<file path="src/rtl/fls_datapath.sv">
// Datapath for the FLS sequence: operand registers, step adder, sticky overflow and term counter.
// Optional macro FLS_SATURATE_EN: a step that carries clamps the result to all-ones.
module fls_datapath #(
    parameter int unsigned WIDTH = 16,
    parameter int unsigned CNT_W = 8
) (
    input  logic             clk,
    input  logic             rst,
    input  logic             en,
    input  logic [1:0]       control,
    input  logic [WIDTH-1:0] d,
    output logic [WIDTH-1:0] f,
    output logic             valid,
    output logic             ovf,
    output logic [CNT_W-1:0] count
);

    typedef enum logic [1:0] {
        CtlLoadA = 2'd0,
        CtlLoadB = 2'd1,
        CtlStep  = 2'd2,
        CtlRsvd  = 2'd3
    } ctl_e;

    logic             en_q;
    logic [WIDTH-1:0] a_q, a_d;
    logic [WIDTH-1:0] b_q, b_d;
    logic [WIDTH-1:0] f_q, f_d;
    logic [CNT_W-1:0] count_q, count_d;
    logic             ovf_q, ovf_d;
    logic             valid_q, valid_d;

    logic             rise;
    logic [WIDTH:0]   sum;
    logic             carry;
    logic [CNT_W-1:0] count_inc;
    ctl_e             ctl;

    // Same edge detector as the FSM's last_en, so both act in the same cycle.
    assign rise  = en & ~en_q;
    assign ctl   = ctl_e'(control);
    assign sum   = {1'b0, a_q} + {1'b0, b_q};
    assign carry = sum[WIDTH];

    always_comb begin
        count_inc = count_q;
        if (count_q != {CNT_W{1'b1}}) begin
            count_inc = count_q + CNT_W'(1);
        end
    end

    always_comb begin
        a_d     = a_q;
        b_d     = b_q;
        f_d     = f_q;
        count_d = count_q;
        ovf_d   = ovf_q;
        valid_d = 1'b0;

        if (rise) begin
            unique case (ctl)
                CtlLoadA: begin
                    a_d     = d;
                    b_d     = '0;
                    f_d     = d;
                    count_d = CNT_W'(1);
                    ovf_d   = 1'b0;
                    valid_d = 1'b1;
                end
                CtlLoadB: begin
                    b_d     = d;
                    f_d     = d;
                    count_d = CNT_W'(2);
                    valid_d = 1'b1;
                end
                CtlStep: begin
                    a_d     = b_q;
                    count_d = count_inc;
                    valid_d = 1'b1;
                    if (carry) begin
                        ovf_d = 1'b1;
                    end
`ifdef FLS_SATURATE_EN
                    if (carry) begin
                        b_d = {WIDTH{1'b1}};
                        f_d = {WIDTH{1'b1}};
                    end else begin
                        b_d = sum[WIDTH-1:0];
                        f_d = sum[WIDTH-1:0];
                    end
`else
                    b_d = sum[WIDTH-1:0];
                    f_d = sum[WIDTH-1:0];
`endif
                end
                CtlRsvd: begin
                    valid_d = 1'b0;
                end
                default: begin
                    valid_d = 1'b0;
                end
            endcase
        end
    end

    always_ff @(posedge clk or posedge rst) begin
        if (rst) begin
            en_q    <= 1'b0;
            a_q     <= '0;
            b_q     <= '0;
            f_q     <= '0;
            count_q <= '0;
            ovf_q   <= 1'b0;
            valid_q <= 1'b0;
        end else begin
            en_q    <= en;
            a_q     <= a_d;
            b_q     <= b_d;
            f_q     <= f_d;
            count_q <= count_d;
            ovf_q   <= ovf_d;
            valid_q <= valid_d;
        end
    end

    assign f     = f_q;
    assign valid = valid_q;
    assign ovf   = ovf_q;
    assign count = count_q;

endmodule

</file>
<file path="config.mk">
export PLATFORM = sky130hd
export DESIGN_NAME = fls_datapath
export DESIGN_NICKNAME = d
export VERILOG_FILES = /design/src/rtl/fls_datapath.sv
export SDC_FILE = /design/constraint.sdc
export NUM_CORES = 1
export LEC_CHECK = 0
export CORE_UTILIZATION = 45
export CTS_CLUSTER_SIZE = 28
export DETAILED_ROUTE_END_ITERATION = 16
export GPL_ROUTABILITY_DRIVEN = 0
export GPL_TIMING_DRIVEN = 0
export PLACE_DENSITY = 0.8
export SYNTH_ARGS = -nofsm -noshare
export SYNTH_HDL_FRONTEND = slang
export SYNTH_SLANG_ARGS = --single-unit
</file>
<file path="constraint.sdc">
create_clock -name clk -period 2.1 [get_ports clk]
set_clock_uncertainty 0.1 [all_clocks]
set_input_delay 0.315 -clock clk [delete_from_list [all_inputs] [get_ports clk]]
set_output_delay 0.315 -clock clk [all_outputs]
set_load 0.05 [all_outputs]
</file>
---- After elaboration in Yosys (flattened, before gate mapping) ----
Index checks and enable logic that the tools add are counted.
storage, ports and cells
  register bits ........................... 59
  input port bits ......................... 21
  output and inout bits ................... 26
operators by class
  add/subtract/negate cells ............... 2
  equality and inequality tests ........... 6
  muxes and demuxes ....................... 9
  bitwise logic cells ..................... 2
  reductions and logical operators ........ 11
operator list
  kind                                                  number
  case mux 16 bit (2 select lines)                      2
  case mux 16 bit (3 select lines)                      1
  case mux 8 bit (3 select lines)                       1
  adder 16 x 16 -> 17 bit                               1
  adder 8 x 1 -> 8 bit (second input constant)          1
  2-to-1 mux 8 bit                                      1
  inequality test 8 bit (second input constant)         1
  AND reduction 2 bit                                   3
  AND reduction 3 bit                                   2
  equality test 2 bit (second input constant)           2
  inequality test 2 bit (second input constant)         2
  case mux 1 bit (2 select lines)                       2
  nonzero test 2 bit                                    2
  nonzero test 3 bit                                    1
  OR reduction 3 bit                                    1
  equality test 2 x 1 -> 1 bit (second input constant)  1
  logical NOT 2 bit                                     1
  2-to-1 mux 1 bit                                      2
  OR reduction 2 bit                                    1
  AND 1 bit                                             1
  inverter 1 bit                                        1

---- Logic depth before layout (Yosys ltp) ----
  depth after elaboration ................. 4
  mapped depth ............................ 9

---- Least setup slack after synthesis ----
Ideal clock, no wire load.
  path type ............................... reg-to-reg
  from .................................... register b_q[0]
  to ...................................... register b_q[12]
  setup time .............................. 0.126 ns
  data arrival time ....................... 2.114 ns
  required time ........................... 1.874 ns
  setup slack ............................. -0.240 ns
  stages on the path, launching flop included .. 10
  path buffers ............................ 0
  clock period less this slack ............ 2.340 ns
  cells stage by stage .................... dfrtp_1 ha_1 inv_1 fa_1 nand2b_1 a21oi_1 nor2_1 o31ai_1 xor2_1 a221o_1
on the way
  longest elaborated chain between the ends .. 2
ends and longest elaborated chain
  what                              RTL line  text
  from (decl)                       27        logic [WIDTH-1:0] b_q, b_d;
  from (signal assigned)            110       b_q <= '0;
  from (signal assigned)            118       b_q <= b_d;
  adder 16 x 16 -> 17 bit           42        assign sum = {1'b0, a_q} + {1'b0, b_q};
  case mux 16 bit (3 select lines)  61        unique case (ctl)
No other way between the ends.
A chain may end at the register's enable or synchronous reset.

---- Worst setup path after layout ----
  from .................................... register a_q[0]
  to ...................................... register f_q[8] (netlist: f[8])
on the way
  longest elaborated chain between the ends .. 2
ends and longest elaborated chain
  what                              RTL line  text
  from (decl)                       26        logic [WIDTH-1:0] a_q, a_d;
  from (signal assigned)            109       a_q <= '0;
  from (signal assigned)            117       a_q <= a_d;
  adder 16 x 16 -> 17 bit           42
  case mux 16 bit (2 select lines)  61
  to (signal assigned)              111       f_q <= '0;
  to (signal assigned)              119       f_q <= f_d;
  to (decl)                         28        logic [WIDTH-1:0] f_q, f_d;
No other way between the ends.

==> flow_metrics.env <==
export IMPL_synth_adder_area_share_pct=8.037
export IMPL_core_area_sq_mm=0.007408
export IMPL_final_common_cell="dfrtp_1"
export IMPL_fin_nets=510
export IMPL_antenna_found_initial=0
export IMPL_dr_pass1_iters=5
export IMPL_cts_buffers=9
export IMPL_ys_warnings_count=0
export IMPL_drive_above_1_share_pct=21.19
export IMPL_max_stage_delay_ns=0.41
export IMPL_grt_pass1_wl_mm=16.04
export IMPL_final_cell_mix="dfrtp_1, clkdlybuf4s50_1, nor2_1"
export IMPL_finalCriticalPeriod_ns=2.312
export IMPL_die_y_um=90.42
export IMPL_grt_max_degree=44
export IMPL_clockPowerShare_pct=24.5
export IMPL_syn_to_final_growth_pct=38.12
export IMPL_synth_area_leaders="dfrtp_1, ha_1, a21oi_1"
export IMPL_place_inst=539
export IMPL_synth_async_sr_flop_share_pct=100.0
export IMPL_die_width_um=90.42
export IMPL_cp_data_arrival_time_ns=2.45
export IMPL_p_leak_nw=2.093
export IMPL_synth_area_leader_cell="dfrtp_1"
export IMPL_path_clk_slew_ns=0.07
export IMPL_ant_nets=0
export IMPL_synth_simple_area_share_pct=16.93
export IMPL_p_int_mw=3.036
export IMPL_cts_root_buf="clkbuf_8"
export IMPL_syn_area_sq_mm=0.003518
export IMPL_cp_start_kind="register"
export IMPL_power_frac_seq_pct=30.4
export IMPL_diodes=0
export IMPL_crit_fanout=3
export IMPL_port_buffer_count=46
export IMPL_synth_xor_area_share_pct=2.240
export IMPL_first_global_vias=3385
export IMPL_combPwrFrac_pct=45.1
export IMPL_status="finished, violations left"
export IMPL_ys_seq_area_share_pct=41.96
export IMPL_holdBufCountCts=0
export IMPL_via_per_inst=5.856
export IMPL_synth_top_family_by_area="compound AO/OA/AOI/OAI gates"
export IMPL_clock_latency_ns=0.35
export IMPL_cts_sinks=59
export IMPL_drv_cap=0
export IMPL_ys_ff_latch=59
export IMPL_setup_ws_ns=-0.2120
export IMPL_p_sw_share_pct=38.51
export IMPL_start_util_pct=47.49
export IMPL_synth_top_cell_area_share_pct=41.96
export IMPL_powerDensity_mw_per_mm2=1016
export IMPL_end_kind="register"
export IMPL_worstPathRequired_ns=2.24
export IMPL_vias=3344
export IMPL_drc=0
export IMPL_synthDistinctLibCells=47
export IMPL_crit_chain="ha_4 > inv_2 > fa_2 > nand2b_4 > a21oi_4 > buf_6 > o311a_1 > o311a_4 > o21ai_4 > nand2_1"
export IMPL_syn_nets=436
export IMPL_wirelength_mm=10.11
export IMPL_synth_compound_area_share_pct=23.22
export IMPL_criticalPathCategory="register to register"
export IMPL_netlist_instances=393
export IMPL_avgSynthCellArea_sq_um=8.953
export IMPL_synth_main_ff_cell="dfrtp_1"
export IMPL_rows=31
export IMPL_p_switching_mw=1.902
export IMPL_stdcell_area_sq_mm=0.004860
export IMPL_grt_ovfl_total=0
export IMPL_avgRoutedWirePerCell_um=17.71
export IMPL_cts_buffer_depth=2
export IMPL_violations="setup timing"
export IMPL_drt_iter0_drc=210
export IMPL_placedInstanceArea_sq_mm=0.004204
export IMPL_rsz0062_at_grt="yes"
export IMPL_max_slew_worst_pin_slew_ns=0.5836
export IMPL_fin_crit_sh_pct=110.1
export IMPL_grtUsageTotal_pct=24.86
export IMPL_cts_tree="yes"
export IMPL_h_tree_depth=3
export IMPL_fmaxAchievable_mhz=432.5
export IMPL_worst_path_max_delay_cell="dfrtp_1"
export IMPL_slew_headroom_pct=61.09
export IMPL_die_area_sq_mm=0.008176
export IMPL_hp_class="primary input to async pin"
export IMPL_dpl_hpwl_mm=6.679
export IMPL_fin_cells=571
export IMPL_ir_drop_mv=0.5141
export IMPL_synth_edf_count=0
export IMPL_fillCellCount=543
export IMPL_hold_violations=0
export IMPL_io_pins=47
export IMPL_yosys_mux_area_fraction_pct=3.983
export IMPL_slew_violations=0
export IMPL_setup_viol=18
[sequential cells by signal, indices dropped and copies added (netlist names)]
signal,flops
count,8
f,16
ovf,1
b_q,16
a_q,16
en_q,1
valid,1
[through the flow]
step                      utilization (%)  hold WS, ns  setup slack [ns]  power [mW]  setup TNS (ns)
after global routing                65.60       0.2203           -0.2637       5.172          -4.097
after CTS                           62.89       0.1590           -0.1660       4.700          -1.603
after global placement              56.48       0.3516            -1.038       3.212          -75.33
after floorplan                         -       0.2464          -0.04267       2.780         -0.1114
final                               65.60       0.1565           -0.2120       4.938          -2.349
after detailed placement            56.75       0.3607           -0.6738       3.276          -28.53
[layout make-up]
cell class | instances | area (sq um) | share of cell area (%)
plain buffers | 18 | 91.34 | 1.880
clock buffers | 12 | 155.1 | 3.193
clock inverters | 4 | 72.57 | 1.493
inverters | 12 | 45.04 | 0.9269
multi-input cells | 301 | 2262 | 46.55
flip-flops and latches | 59 | 1479 | 30.43
well taps | 99 | 123.9 | 2.549
repair buffers | 66 | 630.6 | 12.98
[path summary, 6_finish.rpt]
kind	to	slack, ns	from	cells past startpoint
setup / recovery	f[8]	-0.21	a_q[0]	10
hold / removal	f[0]	0.16	rst	2
setup reg to reg	f[8]	-0.21	a_q[0]	10
hold reg to reg	f[2]	0.38	f[2]	2
max in group asynchronous	a_q[5]	1.17	rst	3
min in group clk	en_q	0.32	en	1
[worst max-delay path, delay by kind of cell (launching register included)]
kind                     cells  cell delay [ns]
buffers and inverters        2             0.18
adder cells (fa/ha/maj)      2             0.39
flip-flops                   1             0.41
AND/OR/NAND/NOR              2             0.21
AO/OA/AOI/OAI                4             0.91
[power by group through the flow]
stage | Clock [mW] | Sequential, mW | Combinational (mW)
after floorplan | 0 | 1.75 | 1.03
after global placement | 0 | 1.49 | 1.72
after detailed placement | 0 | 1.50 | 1.77
after CTS | 1.22 | 1.49 | 1.99
after global routing | 1.26 | 1.53 | 2.38
final | 1.21 | 1.50 | 2.23
[cells in the mapped netlist (all sizes together) (2+ instances only)]
master  instances
a31oi           5
a21oi          47
nand4           4
a221o          12
or3             3
clkbuf         13
nor2           45
nor3            3
ha             21
o41ai           3
o21bai          2
nor3b           7
a21o            2
xnor2           4
o21ai          36
inv            12
a211oi          3
o31ai           2
nor2b           8
and2            3
dfrtp          59
a22oi           4
buf             8
o211ai          2
o311a           2
nand2          37
nand2b          5
o21a            2
mux2i          14
and3            9
or2             2
xor2            5
[kinds of logic after synthesis]
logic type	count (synthesis)
xor gates and xnor gates	9
and+or+nand+nor	127
AOI/OAI and AO/OA	129
muxes	14
DFF	59
buffers and inverters	33
adders and majority gates	22
[what timing repair did]
item | in CTS | in global routing
pin swaps | 20 | 18
resized for setup | 34 | 36
buffers inserted | 15 | 6
endpoints found under the hold margin | 0 | 0
setup endpoints to repair | 51 | 44
[routing by layer]
layer | up-vias | share of wire (%) | track usage (%) | wire length (um)
li1 | 1563 | - | - | -
met1 | 1629 | 44 | 31.30 | 4407
met2 | 127 | 48 | 41.03 | 4875
met3 | 25 | 5.4 | 5.892 | 551
met4 | 0 | 2.7 | 10.22 | 278
met5 | - | 0 | 0 | 0
Power figures use the tool's default switching activity.
